$ cat src/rtl/race_pkg.sv
// Shared definitions for the race controller: state encoding, track zone bounds,
// car-centre offset, tick rate and small arithmetic helpers.
package race_pkg;

  typedef enum logic [1:0] {
    S_IDLE  = 2'd0,
    S_COUNT = 2'd1,
    S_RACE  = 2'd2,
    S_DONE  = 2'd3
  } race_state_e;

  localparam int TICK_HZ = 100;

  localparam logic [10:0] CAR_OFFSET = 11'd32;

  // Finish line and checkpoint share an x band; they differ only in y.
  localparam logic [10:0] FIN_X_LO = 11'd400;
  localparam logic [10:0] FIN_X_HI = 11'd415;
  localparam logic [10:0] FIN_Y_LO = 11'd16;
  localparam logic [10:0] FIN_Y_HI = 11'd160;
  localparam logic [10:0] CP_X_LO  = 11'd400;
  localparam logic [10:0] CP_X_HI  = 11'd415;
  localparam logic [10:0] CP_Y_LO  = 11'd608;
  localparam logic [10:0] CP_Y_HI  = 11'd752;

  function automatic logic in_box(input logic [10:0] x, input logic [10:0] y,
                                  input logic [10:0] x_lo, input logic [10:0] x_hi,
                                  input logic [10:0] y_lo, input logic [10:0] y_hi);
    return (x >= x_lo) && (x <= x_hi) && (y >= y_lo) && (y <= y_hi);
  endfunction

  function automatic logic [15:0] sat_inc16(input logic [15:0] v);
    return (v == 16'hFFFF) ? v : v + 16'd1;
  endfunction

endpackage

$ cat src/rtl/race_ctl_tick_gen.sv
// Free-running prescaler producing a one-cycle tick every DIV clock cycles.
module tick_gen #(
  parameter int DIV = 650000
) (
  input  logic pclk,
  input  logic rst,
  output logic tick
);

  localparam int W = (DIV > 1) ? $clog2(DIV) : 1;
  localparam logic [W-1:0] LAST = W'(DIV - 1);

  logic [W-1:0] cnt_q, cnt_d;

  always_comb begin
    cnt_d = (cnt_q == LAST) ? '0 : cnt_q + W'(1);
  end

  // NOTE: sequential state is written with <= so every flop samples pre-edge values.
  always_ff @(posedge pclk) begin
    if (rst) cnt_q <= '0;
    else     cnt_q <= cnt_d;
  end

  assign tick = (cnt_q == LAST);

endmodule

$ cat src/rtl/race_ctl.sv
// Race controller: countdown, lap counting via checkpoint/finish zones, race timer.
// Optional best-lap timing is enabled by defining RACE_BEST_LAP_EN.
module race_ctl
  import race_pkg::*;
#(
  parameter int CLK_HZ  = 65000000,
  parameter int LAPS    = 3,
  parameter int COUNT_S = 3
) (
  input  logic        pclk,
  input  logic        rst,
  input  logic        start,
  input  logic [10:0] xpos,
  input  logic [10:0] ypos,
  output logic        car_en,
  output logic [1:0]  race_state,
  output logic [2:0]  countdown,
  output logic [2:0]  lap,
  output logic [15:0] race_time,
  output logic [15:0] best_lap
);

  localparam int          DIV      = CLK_HZ / TICK_HZ;
  localparam logic [2:0]  LAPS_L   = 3'(LAPS);
  localparam logic [2:0]  COUNT_L  = 3'(COUNT_S);
  localparam logic [6:0]  SUB_LAST = 7'(TICK_HZ - 1);

  logic tick;

  tick_gen #(.DIV(DIV)) u_tick_gen (
    .pclk (pclk),
    .rst  (rst),
    .tick (tick)
  );

  logic [10:0] cx, cy;
  logic        fin_now, cp_now;

  assign cx      = xpos + CAR_OFFSET;
  assign cy      = ypos + CAR_OFFSET;
  assign fin_now = in_box(cx, cy, FIN_X_LO, FIN_X_HI, FIN_Y_LO, FIN_Y_HI);
  assign cp_now  = in_box(cx, cy, CP_X_LO, CP_X_HI, CP_Y_LO, CP_Y_HI);

  race_state_e state_q, state_d;
  logic [2:0]  countdown_q, countdown_d;
  logic [2:0]  lap_q, lap_d;
  logic [15:0] race_time_q, race_time_d;
  logic [6:0]  sub_q, sub_d;
  logic        cp_seen_q, cp_seen_d;
  logic        car_en_q, car_en_d;
  logic        fin_q, fin_prev_q, cp_q, cp_prev_q;
  logic        fin_entry, cp_entry;

`ifdef RACE_BEST_LAP_EN
  logic [15:0] lap_time_q, lap_time_d, lap_time_inc;
  logic [15:0] best_lap_q, best_lap_d;
`endif

  // Entry is the rising edge of the registered zone flag.
  assign fin_entry = fin_q & ~fin_prev_q;
  assign cp_entry  = cp_q & ~cp_prev_q;

  // NOTE: every combinational output gets a default first, so no path can infer a latch.
  always_comb begin
    state_d     = state_q;
    countdown_d = countdown_q;
    lap_d       = lap_q;
    race_time_d = race_time_q;
    sub_d       = sub_q;
    cp_seen_d   = cp_seen_q;
    car_en_d    = (state_q == S_RACE);
`ifdef RACE_BEST_LAP_EN
    lap_time_inc = tick ? sat_inc16(lap_time_q) : lap_time_q;
    lap_time_d   = lap_time_q;
    best_lap_d   = best_lap_q;
`endif

    unique case (state_q)
      S_IDLE: begin
        if (start) begin
          state_d     = S_COUNT;
          countdown_d = COUNT_L;
          lap_d       = '0;
          race_time_d = '0;
          cp_seen_d   = 1'b0;
          sub_d       = '0;
`ifdef RACE_BEST_LAP_EN
          lap_time_d  = '0;
`endif
        end
      end

      S_COUNT: begin
        if (tick) begin
          if (sub_q == SUB_LAST) begin
            sub_d       = '0;
            countdown_d = countdown_q - 3'd1;
            if (countdown_q == 3'd1) state_d = S_RACE;
          end else begin
            sub_d = sub_q + 7'd1;
          end
        end
      end

      S_RACE: begin
        if (tick) race_time_d = sat_inc16(race_time_q);
`ifdef RACE_BEST_LAP_EN
        if (lap_q != LAPS_L) lap_time_d = lap_time_inc;
`endif
        if (lap_q == LAPS_L) begin
          state_d = S_DONE;
        end else begin
          // Finish is judged before the checkpoint of the same cycle is recorded.
          if (fin_entry && cp_seen_q) begin
            lap_d     = lap_q + 3'd1;
            cp_seen_d = 1'b0;
`ifdef RACE_BEST_LAP_EN
            if (lap_time_inc < best_lap_q) best_lap_d = lap_time_inc;
            lap_time_d = '0;
`endif
          end
          if (cp_entry) cp_seen_d = 1'b1;
        end
      end

      S_DONE: begin
        if (start) state_d = S_IDLE;
      end

      default: state_d = S_IDLE;
    endcase
  end

  always_ff @(posedge pclk) begin
    if (rst) begin
      state_q     <= S_IDLE;
      countdown_q <= '0;
      lap_q       <= '0;
      race_time_q <= '0;
      sub_q       <= '0;
      cp_seen_q   <= 1'b0;
      car_en_q    <= 1'b0;
      fin_q       <= 1'b0;
      fin_prev_q  <= 1'b0;
      cp_q        <= 1'b0;
      cp_prev_q   <= 1'b0;
`ifdef RACE_BEST_LAP_EN
      lap_time_q  <= '0;
      best_lap_q  <= 16'hFFFF;
`endif
    end else begin
      state_q     <= state_d;
      countdown_q <= countdown_d;
      lap_q       <= lap_d;
      race_time_q <= race_time_d;
      sub_q       <= sub_d;
      cp_seen_q   <= cp_seen_d;
      car_en_q    <= car_en_d;
      fin_q       <= fin_now;
      fin_prev_q  <= fin_q;
      cp_q        <= cp_now;
      cp_prev_q   <= cp_q;
`ifdef RACE_BEST_LAP_EN
      lap_time_q  <= lap_time_d;
      best_lap_q  <= best_lap_d;
`endif
    end
  end

  assign car_en     = car_en_q;
  assign race_state = state_q;
  assign countdown  = countdown_q;
  assign lap        = lap_q;
  assign race_time  = race_time_q;
`ifdef RACE_BEST_LAP_EN
  assign best_lap   = best_lap_q;
`else
  assign best_lap   = '0;
`endif

endmodule

$ cat config.mk
export PLATFORM = sky130hd
export DESIGN_NAME = race_ctl
export DESIGN_NICKNAME = d
export VERILOG_FILES = /design/src/rtl/race_pkg.sv /design/src/rtl/race_ctl_tick_gen.sv /design/src/rtl/race_ctl.sv
export SDC_FILE = /design/constraint.sdc
export NUM_CORES = 1
export LEC_CHECK = 0
export CAP_MARGIN = 25
export CORE_ASPECT_RATIO = 0.7
export CORE_UTILIZATION = 56
export CTS_CLUSTER_SIZE = 24
export DETAILED_ROUTE_END_ITERATION = 7
export PLACE_DENSITY = 0.88
export SYNTH_ARGS = -nofsm -noshare
export SYNTH_HDL_FRONTEND = slang
export SYNTH_HIERARCHICAL = 1
export SYNTH_SLANG_ARGS = --single-unit
$ cat constraint.sdc
create_clock -name pclk -period 6.55 [get_ports pclk]
set_clock_uncertainty 0.15 [all_clocks]
set_input_delay 0.655 -clock pclk [delete_from_list [all_inputs] [get_ports pclk]]
set_output_delay 0.655 -clock pclk [all_outputs]
set_load 0.01 [all_outputs]
==> flow_metrics.tcl, run 1 <==
set metrics [dict create \
    cp-start-kind "flip-flop" \
    crit_type "flip-flop to flip-flop" \
    setup_viol 0 \
    arrival_ns 3.28 \
    synthFlopType "dfxtp_1" \
    cts_setup_buffers 0 \
    port_buffers 49 \
    drc_errors 0 \
    postRouteAntennaNets 0 \
    start_util_pct 60.4 \
    yosysUniqueCellTypes 59 \
    timing.final.crit_share_pct 48.1 \
    status "complete, no violations" \
    worstSetupEndpointType "flip-flop" \
    cts.htree.levels 3 \
    tns_ns 0 \
    dr.pass1.iters 5 \
    yosysMostFrequentCell "dfxtp_1" \
    powerDensity_mw_per_mm2 254 \
    synth_seq_cells 57 \
    track_usage_pct 24.2 \
    nets 470 \
    min-delay-path-class "flip-flop to flip-flop" \
    drt_iter0_drc 145 \
    viasPerCell 5.66 \
    clk_latency_ns 0.35 \
    avgSynthCellArea_um2 8.68 \
    grt_pass1_wl_um 11500 \
    vias 2857 \
    total_power_w 0.00101 \
    seq_area_frac_synth_pct 34.7 \
    placed_area_mm2 0.00375 \
    p_leak_nw 1.37 \
    hold_viol 0 \
    slew_headroom_pct 32.8 \
    layout.cells.non_filler 505 \
    worst_pin_slew_ns 1.01 \
    grt_pass1_vias 2534 \
    rsz0062_at_grt "no" \
    clock_path_buffers 2 \
    synthToLayoutAreaGrowth_pct 20.7 \
    cp_max_fo 10 \
    dpl.hpwl_um 5070 \
    synth_top_area_share_pct 34.7 \
    final_cell_area_mm2 0.00397 \
    slew_viol_final 0 \
    path_clk_slew_ns 0.06 \
    grt.overflow.total 0 \
    clock-sinks 57 \
    ctsResizeCount 0 \
    synthTopCellsByCount "dfxtp_1 (57), nor2_1 (48), xnor2_1 (26), nand3_1 (21), nand2_1 (19)" \
    row_count 22 \
    synth_area_leader_cell "dfxtp_1" \
    wirelength_um 7120 \
    tritoncts "yes" \
    antenna_found_initial 0 \
    async_reset_ff_share_pct 0 \
    irDropWorstVdd_v 0.000149 \
    worst_slack_ns 3.40 \
    layout-drive-gt1-share_pct 7.85 \
    hold_buffers 0 \
    fmax_ghz 0.318 \
    synthesis.area_mm2 0.00329 \
    required_ns 6.68 \
    r2r_slack_ns 3.40 \
    synth.area.top_cells "dfxtp_1 (35%), xnor2_1 (6.9%), ha_1 (6.1%)" \
    core_area_mm2 0.00545 \
    gp_congestion 0.813 \
    timing.final.crit_period_ns 3.15 \
    syn_inst 379 \
    die_y_um 66.1 \
    die_area_mm2 0.00619 \
    die_w_um 93.6 \
    holdPathStages 1 \
    wire_per_inst_um 14.1 \
    io_pins 66 \
    grt_max_degree 22 \
    cts_buffers 9 \
    ys_warn_count 6 \
    pre_cts_slack_ns 3.09 \
    antenna_cells 0 \
    ff2ff_path_depth 10 \
    clockRootBuffer "clkbuf_8" \
    drv_cap 0 \
    synth-edff-count 0 \
    place_inst 489 \
    fillers 418 \
]
[layer usage]
metal | vias up | global-route usage (%) | part of all wire (%)
li1 | 1424 | - | -
met2 | 107 | 38.8 | 47
met4 | 0 | 9.81 | 2.3
met1 | 1307 | 30.4 | 45
met5 | - | 0 | 0
met3 | 19 | 7.36 | 5.6
[metrics by stage]
stage / hold WS, ns / utilization [%]
after global routing: 0.338 / 72.9
after CTS: 0.322 / 72.8
after global placement: 0.303 / 68.8
after floorplan: 0.288 / -
after detailed placement: 0.314 / 68.8
final: 0.321 / 72.9
[critical path: stages, from the launching register on]
cell and delay [ns]:
dfxtp_1 0.39, ha_1 0.25, nand3_4 0.14, or4_4 0.47, nor4_1 0.27, clkbuf_2 0.25
nor2b_4 0.06, nor3_4 0.33, nand3_2 0.13, or4_1 0.48, a21oi_1 0.15
[worst paths after layout]
check	start	endpoint
max	u_tick_gen/cnt_q[0]	sub_q[5]
max reg2reg	u_tick_gen/cnt_q[0]	sub_q[5]
min reg2reg	cp_q	cp_prev_q
min	cp_q	cp_prev_q
[kinds of logic (layout without fill, tap and decap cells)]
group	count (synthesis)	after routing	share of synthesized area (%)
adder cells (fa/ha/maj)	16	16	6.08
flip-flops	57	57	34.7
XOR/XNOR	36	36	9.58
other	1	16	0.114
AO/OA/AOI/OAI	45	45	9.73
buffers and inverters	41	80	7.03
multiplexers	4	4	1.25
AND/OR/NAND/NOR	179	179	31.5
[flip-flops by register name (all words and copies together), names as in the netlist]
name and cells:
car_en 1, countdown 3, cp_prev_q 1, cp_q 1, cp_seen_q 1, fin_prev_q 1
fin_q 1, lap 3, race_state 2, race_time 16, sub_q 7, u_tick_gen/cnt_q 20
[cells in the final DEF (no fill, tap or decap), types with 3 or more instances in the layout]
cell	Yosys	layout
inv_1	15	15
and4_1	4	4
or3_1	4	4
nor2b_1	5	5
ha_1	16	16
and3_1	4	4
nand3_1	21	21
conb_1	1	16
xnor2_1	26	26
nor2_1	48	48
dfxtp_1	57	57
clkdlybuf4s50_1	0	49
nor4b_1	3	3
nand2_1	19	19
mux2i_1	3	3
o21ai_0	7	7
clkbuf_8	0	13
or4_1	3	3
a21oi_1	12	12
nor3_1	14	14
o211ai_1	3	3
xor2_1	10	10
nand2b_1	7	7
nand3b_1	4	4
nand4_1	15	15
nor4_1	11	11
[final cells by class]
cell class	instances	area, µm²	area share [%]
Clock inverter	2	35.0	0.882
Multi-Input combinational cell	296	1970	49.7
Tap cell	72	90.1	2.27
Clock buffer	13	179	4.51
Inverter	15	56.3	1.42
Timing Repair Buffer	50	495	12.5
Sequential cell	57	1140	28.7
[report_power, final]
part           switching, W  internal [W]
clock network      0.000136      0.000214
registers         0.0000231      0.000367
logic              0.000147      0.000122
(Power assumes the default switching activity.)
==> run 2, diff against run 1 <==
--- a/config.mk
+++ b/config.mk
@@ -7,10 +7,10 @@
 export LEC_CHECK = 0
 export CAP_MARGIN = 25
 export CORE_ASPECT_RATIO = 0.7
-export CORE_UTILIZATION = 56
+export CORE_UTILIZATION = 52
 export CTS_CLUSTER_SIZE = 24
 export DETAILED_ROUTE_END_ITERATION = 7
-export PLACE_DENSITY = 0.88
+export PLACE_DENSITY = 0.83
 export SYNTH_ARGS = -nofsm -noshare
 export SYNTH_HDL_FRONTEND = slang
 export SYNTH_HIERARCHICAL = 1
==> constraint.sdc (replaced) <==
create_clock -name pclk -period 3.03 [get_ports pclk]
set_clock_uncertainty 0.15 [all_clocks]
set_input_delay 0.303 -clock pclk [delete_from_list [all_inputs] [get_ports pclk]]
set_output_delay 0.303 -clock pclk [all_outputs]
set_load 0.01 [all_outputs]
==> run 2 against run 1 <==
Sequential power up 120%. Clock power increased by 100%. Utilization decreased by 4.7 points. First-iteration DRC count rose by 18%. Non-clock buffer count grew 6. Flip-flop and latch count unchanged. Critical path depth did not move. Global-route usage is 1.8 points lower. Maximum frequency increased by 15%. Cell count grew 2.0%. Die area rose by 7.5%. Setup slack lost 3.1 ns. Critical path type unchanged. Largest power group unchanged.
==> flow_metrics.tcl, run 2 (synthesis gave the netlist of run 1 again) <==
set metrics [dict create \
    antenna_cells 0 \
    nets 476 \
    post-route-util_pct 68.1 \
    required_ns 3.14 \
    clockRootBuffer "clkbuf_8" \
    wirelength_um 7090 \
    r2r_slack_ns 0.28 \
    internal_power_w 0.00147 \
    slew_viol_final 0 \
    wire_per_inst_um 13.8 \
    timing.rr.end "sub_q[5]" \
    row_count 23 \
    status "complete, no violations" \
    swShare_pct 32.6 \
    hold_buffers 0 \
    gp_congestion 0.850 \
    core_area_mm2 0.00590 \
    cts_buffers 9 \
    grt_pass1_wl_um 11600 \
    irDropWorstVdd_v 0.000315 \
    min-delay-path-class "flip-flop to flip-flop" \
    worst_hold_slack_ns 0.320 \
    dr.pass1.iters 4 \
    path_clk_slew_ns 0.07 \
    regMostFlops "u_tick_gen/cnt_q" \
    crit_type "flip-flop to flip-flop" \
    ctsResizeCount 0 \
    drt_iter0_drc 171 \
    tritoncts "yes" \
    grt_max_degree 21 \
    drc_errors 0 \
    drv_cap 0 \
    io_pins 66 \
    slew_headroom_pct 44.2 \
    cp-start-kind "flip-flop" \
    tns_ns 0 \
    cts_setup_buffers 0 \
    worstSetupEndpointType "flip-flop" \
    dpl.hpwl_um 5300 \
    fmax_ghz 0.364 \
    setup_viol 0 \
    viasPerCell 5.58 \
    die_y_um 68.6 \
    timing.final.crit_period_ns 2.75 \
    powerDensity_mw_per_mm2 544 \
    total_power_w 0.00219 \
    endpoint "sub_q[5]" \
    die_area_mm2 0.00666 \
    largest_reg_flops 20 \
    clk_latency_ns 0.34 \
    p_switching_w 0.000713 \
    arrival_ns 2.86 \
    final_common_cell "dfxtp_1" \
    rsz0062_at_grt "no" \
    slowest_stage "or4_1" \
    slowest_delay_ns 0.48 \
    postRouteAntennaNets 0 \
    clock-sinks 57 \
    p_leak_nw 1.39 \
    ff2ff_path_depth 10 \
    crit_start "u_tick_gen/cnt_q[0]" \
    start_util_pct 55.8 \
    final_cell_mix "dfxtp_1 (57), clkdlybuf4s50_1 (49), nor2_1 (48)" \
    die_w_um 97.1 \
    cts.htree.levels 3 \
    grt_pass1_vias 2578 \
    power_frac_comb_pct 28.7 \
    worst_pin_slew_ns 0.831 \
    track_usage_pct 22.4 \
    seqPwrFrac_pct 38.5 \
    vias 2872 \
    grt.overflow.total 0 \
    clkPwrFrac_pct 32.8 \
    clock_path_buffers 2 \
    port_buffers 49 \
    hold_viol 0 \
    synthToLayoutAreaGrowth_pct 22.1 \
    layout-drive-gt1-share_pct 9.55 \
    cp_cell_sequence "ha_1 -> nand3_4 -> or4_4 -> nor4_2 -> buf_4 -> nor2b_4 -> nor3_4 -> nand3_2 -> or4_1 -> a21oi_1" \
    timing.final.crit_share_pct 90.6 \
    timing.rr.start "u_tick_gen/cnt_q[0]" \
    cp_max_fo 9 \
    antenna_found_initial 0 \
]
-- run 2: cell types whose count changed in the layout (fill, tap and decap cells not counted), moves of 2 or more --
| cell | previous run | this run |
|---|---|---|
| buf_4 | 0 | 7 |
| clkbuf_8 | 13 | 9 |
| clkinv_4 | 0 | 3 |
| clkinvlp_4 | 0 | 2 |
-- run 2: area by class of cell --
type / instances / area, µm²
fill: 475 / 1880
multi-input combinational: 296 / 1980
timing repair buffer: 56 / 543
tap: 75 / 93.8
inverter: 15 / 56.3
sequential: 57 / 1140
clock inverter: 7 / 80.1
clock buffer: 9 / 124
-- run 2: worst min path at each step --
| stage | end | depth (start not counted) | startpoint |
|---|---|---|---|
| 2_1_floorplan | u_tick_gen/cnt_q[18] | 1 | rst |
| 3_3_place_gp | u_tick_gen/cnt_q[0] | 1 | u_tick_gen/cnt_q[0] |
| 3_5_place_dp | cp_prev_q | 1 | cp_q |
| 4_1_cts | cp_prev_q | 1 | cp_q |
| 5_1_grt | cp_prev_q | 1 | cp_q |
| 6_report | cp_prev_q | 1 | cp_q |
-- run 2: critical path, delay by kind of cell (launching register included) --
kind,cells,cell delay (ns)
buffers and inverters,1,0.18
adders and majority gates,1,0.25
DFF,1,0.39
AOI/OAI and AO/OA,1,0.17
and+or+nand+nor,7,1.51
-- run 2: per-layer routing --
metal	GRT usage (%)	vias to the layer above	routed length (µm)
met5	0	-	0
met4	9.51	0	140
met3	5.65	18	318
met2	38.4	68	3360
met1	27.6	1345	3270
li1	-	1441	-
-- run 2: through the flow --
| step | worst slack [ns] | instances | cell area [µm²] |
|---|---|---|---|
| final | 0.284 | 515 | 4020 |
| after detailed placement | 0.329 | 499 | 3810 |
| after global routing | 0.0649 | 515 | 4020 |
| after CTS | 0.282 | 515 | 4020 |
| after global placement | 0.401 | 499 | 3810 |
| after floorplan | 0.198 | 394 | 3350 |
-- run 2: power groups by stage --
| stage | combinational, W | clock [W] | sequential (W) |
|---|---|---|---|
| floorplan | 0.000407 | 0 | 0.000865 |
| global placement | 0.000605 | 0 | 0.000853 |
| detailed placement | 0.000619 | 0 | 0.000858 |
| CTS | 0.000628 | 0.000732 | 0.000843 |
| global route | 0.000697 | 0.000774 | 0.000849 |
| finish | 0.000628 | 0.000717 | 0.000842 |
==> run 3, diff against run 2 <==
--- a/config.mk
+++ b/config.mk
@@ -5,10 +5,11 @@
 export SDC_FILE = /design/constraint.sdc
 export NUM_CORES = 1
 export LEC_CHECK = 0
+export ABC_AREA = 0
 export CAP_MARGIN = 25
 export CORE_ASPECT_RATIO = 0.7
+export CORE_MARGIN = 1.5
 export CORE_UTILIZATION = 52
-export CTS_CLUSTER_SIZE = 24
 export DETAILED_ROUTE_END_ITERATION = 7
 export PLACE_DENSITY = 0.83
 export SYNTH_ARGS = -nofsm -noshare
==> run 3 against run 2 <==
Highest routed layer unchanged. Cell area decreased by 0.19%. Largest cell class unchanged. Critical path depth stayed put. Combinational power about the same. Critical endpoint unchanged.
==> flow_metrics.tcl, run 3 (synthesis gave the netlist of run 1 again) <==
set metrics [dict create \
    drv_cap 0 \
    pre_cts_slack_ns 0.287 \
    rsz0062_at_grt "no" \
    die_y_um 69.6 \
    vias 2863 \
    final_cell_area_mm2 0.00401 \
    grt_pass1_vias 2486 \
    placed_area_mm2 0.00382 \
    clk_latency_ns 0.34 \
    largest_reg_flops 20 \
    arrival_ns 2.87 \
    worst_pin_slew_ns 0.715 \
    setup_viol 0 \
    crit_type "flip-flop to flip-flop" \
    clock_path_buffers 2 \
    worst_slack_ns 0.283 \
    cts.htree.levels 3 \
    io_pins 66 \
    final_common_cell "dfxtp_1" \
    ctsResizeCount 0 \
    fmax_ghz 0.364 \
    timing.final.crit_share_pct 90.7 \
    grt.overflow.total 0 \
    layout-drive-gt1-share_pct 9.32 \
    postRouteAntennaNets 0 \
    status "complete, no violations" \
    slowest_delay_ns 0.49 \
    cts_setup_buffers 0 \
    gp_congestion 0.868 \
    start_util_pct 53.5 \
    drc_errors 0 \
    p_leak_nw 1.39 \
    hold_buffers 0 \
    synthToLayoutAreaGrowth_pct 21.9 \
    cp_cell_sequence "ha_1 -> nand3_4 -> or4_4 -> nor4_2 -> buf_4 -> nor2b_4 -> nor3_4 -> nand3_2 -> or4_1 -> a21oi_1" \
    die_w_um 98.1 \
    nets 476 \
    min-delay-path-class "flip-flop to flip-flop" \
    cp_max_fo 9 \
    die_area_mm2 0.00682 \
    hold_viol 0 \
    fillers 494 \
    irDropWorstVdd_v 0.000279 \
    antenna_found_initial 0 \
    path_clk_slew_ns 0.06 \
    viasPerCell 5.53 \
    final_cell_mix "dfxtp_1 (57), clkdlybuf4s50_1 (49), nor2_1 (48)" \
    drt_iter0_drc 159 \
    cp-start-kind "flip-flop" \
    post-route-util_pct 65.2 \
    slew_headroom_pct 52.0 \
    row_count 24 \
    tns_ns 0 \
    regMostFlops "u_tick_gen/cnt_q" \
    clockRootBuffer "clkbuf_8" \
    grt_pass1_wl_um 11600 \
    antenna_cells 0 \
    wire_per_inst_um 13.5 \
    dpl.hpwl_um 5080 \
    timing.final.crit_period_ns 2.75 \
    port_buffers 49 \
    worstSetupEndpointType "flip-flop" \
    clock-sinks 57 \
    tritoncts "yes" \
    wirelength_um 6970 \
    slew_viol_final 0 \
    powerDensity_mw_per_mm2 536 \
    core_area_mm2 0.00616 \
    required_ns 3.15 \
    dr.pass1.iters 4 \
    slowest_stage "or4_1" \
    grt_max_degree 21 \
    cts_buffers 9 \
    track_usage_pct 21.0 \
]
[run 3: changes by cell type in the layout (fill, tap and decap cells not counted), sizes merged]
cell,change
bufinv,-1
clkbuf,+5
clkinv,-1
clkinvlp,-2
inv,-1
[run 3: area by class of cell]
| class | instances | area (µm²) | share of cell area [%] |
|---|---|---|---|
| clock inverter | 2 | 10.0 | 0.250 |
| clock buffer | 14 | 183 | 4.55 |
| multi-input combinational | 296 | 1980 | 49.4 |
| timing repair buffer | 56 | 543 | 13.5 |
| inverter | 15 | 56.3 | 1.40 |
| tap | 78 | 97.6 | 2.43 |
| sequential | 57 | 1140 | 28.4 |
[run 3: report_power, final]
part / internal, W / switching [W]
Sequential: 0.000794 / 0.0000468
Clock: 0.000384 / 0.000297
Combinational: 0.000297 / 0.000332
[run 3: worst max-delay path: cells and delay by family (launching register included)]
kind,cells,cell delay [ns]
and+or+nand+nor,7,1.57
DFF,1,0.38
adders and majority gates,1,0.25
buffers and inverters,1,0.19
AOI/OAI and AO/OA,1,0.15
[run 3: metal layers]
metal | track usage [%] | up-vias | share of wire, %
li1 | - | 1438 | -
met5 | 0 | - | 0
met2 | 31.7 | 80 | 46
met1 | 29.0 | 1336 | 48
met4 | 6.19 | 0 | 1.2
met3 | 6.45 | 9 | 5.3
[run 3: per-stage QoR]
stage               power (W)  hold slack, ns  std cells
detailed placement    0.00148           0.308        502
global route          0.00227           0.323        518
finish                0.00215           0.317        518
floorplan             0.00127           0.232        394
global placement      0.00146           0.302        502
CTS                   0.00216           0.317        518
[run 3: path summary, 6_finish.rpt]
check                      startpoint          to  slack [ns]  depth (start not counted)
setup / recovery  u_tick_gen/cnt_q[0]    sub_q[5]        0.28                         10
hold / removal                  fin_q  fin_prev_q        0.32                          1
hold reg to reg                 fin_q  fin_prev_q        0.32                          1
setup reg to reg  u_tick_gen/cnt_q[0]    sub_q[5]        0.28                         10
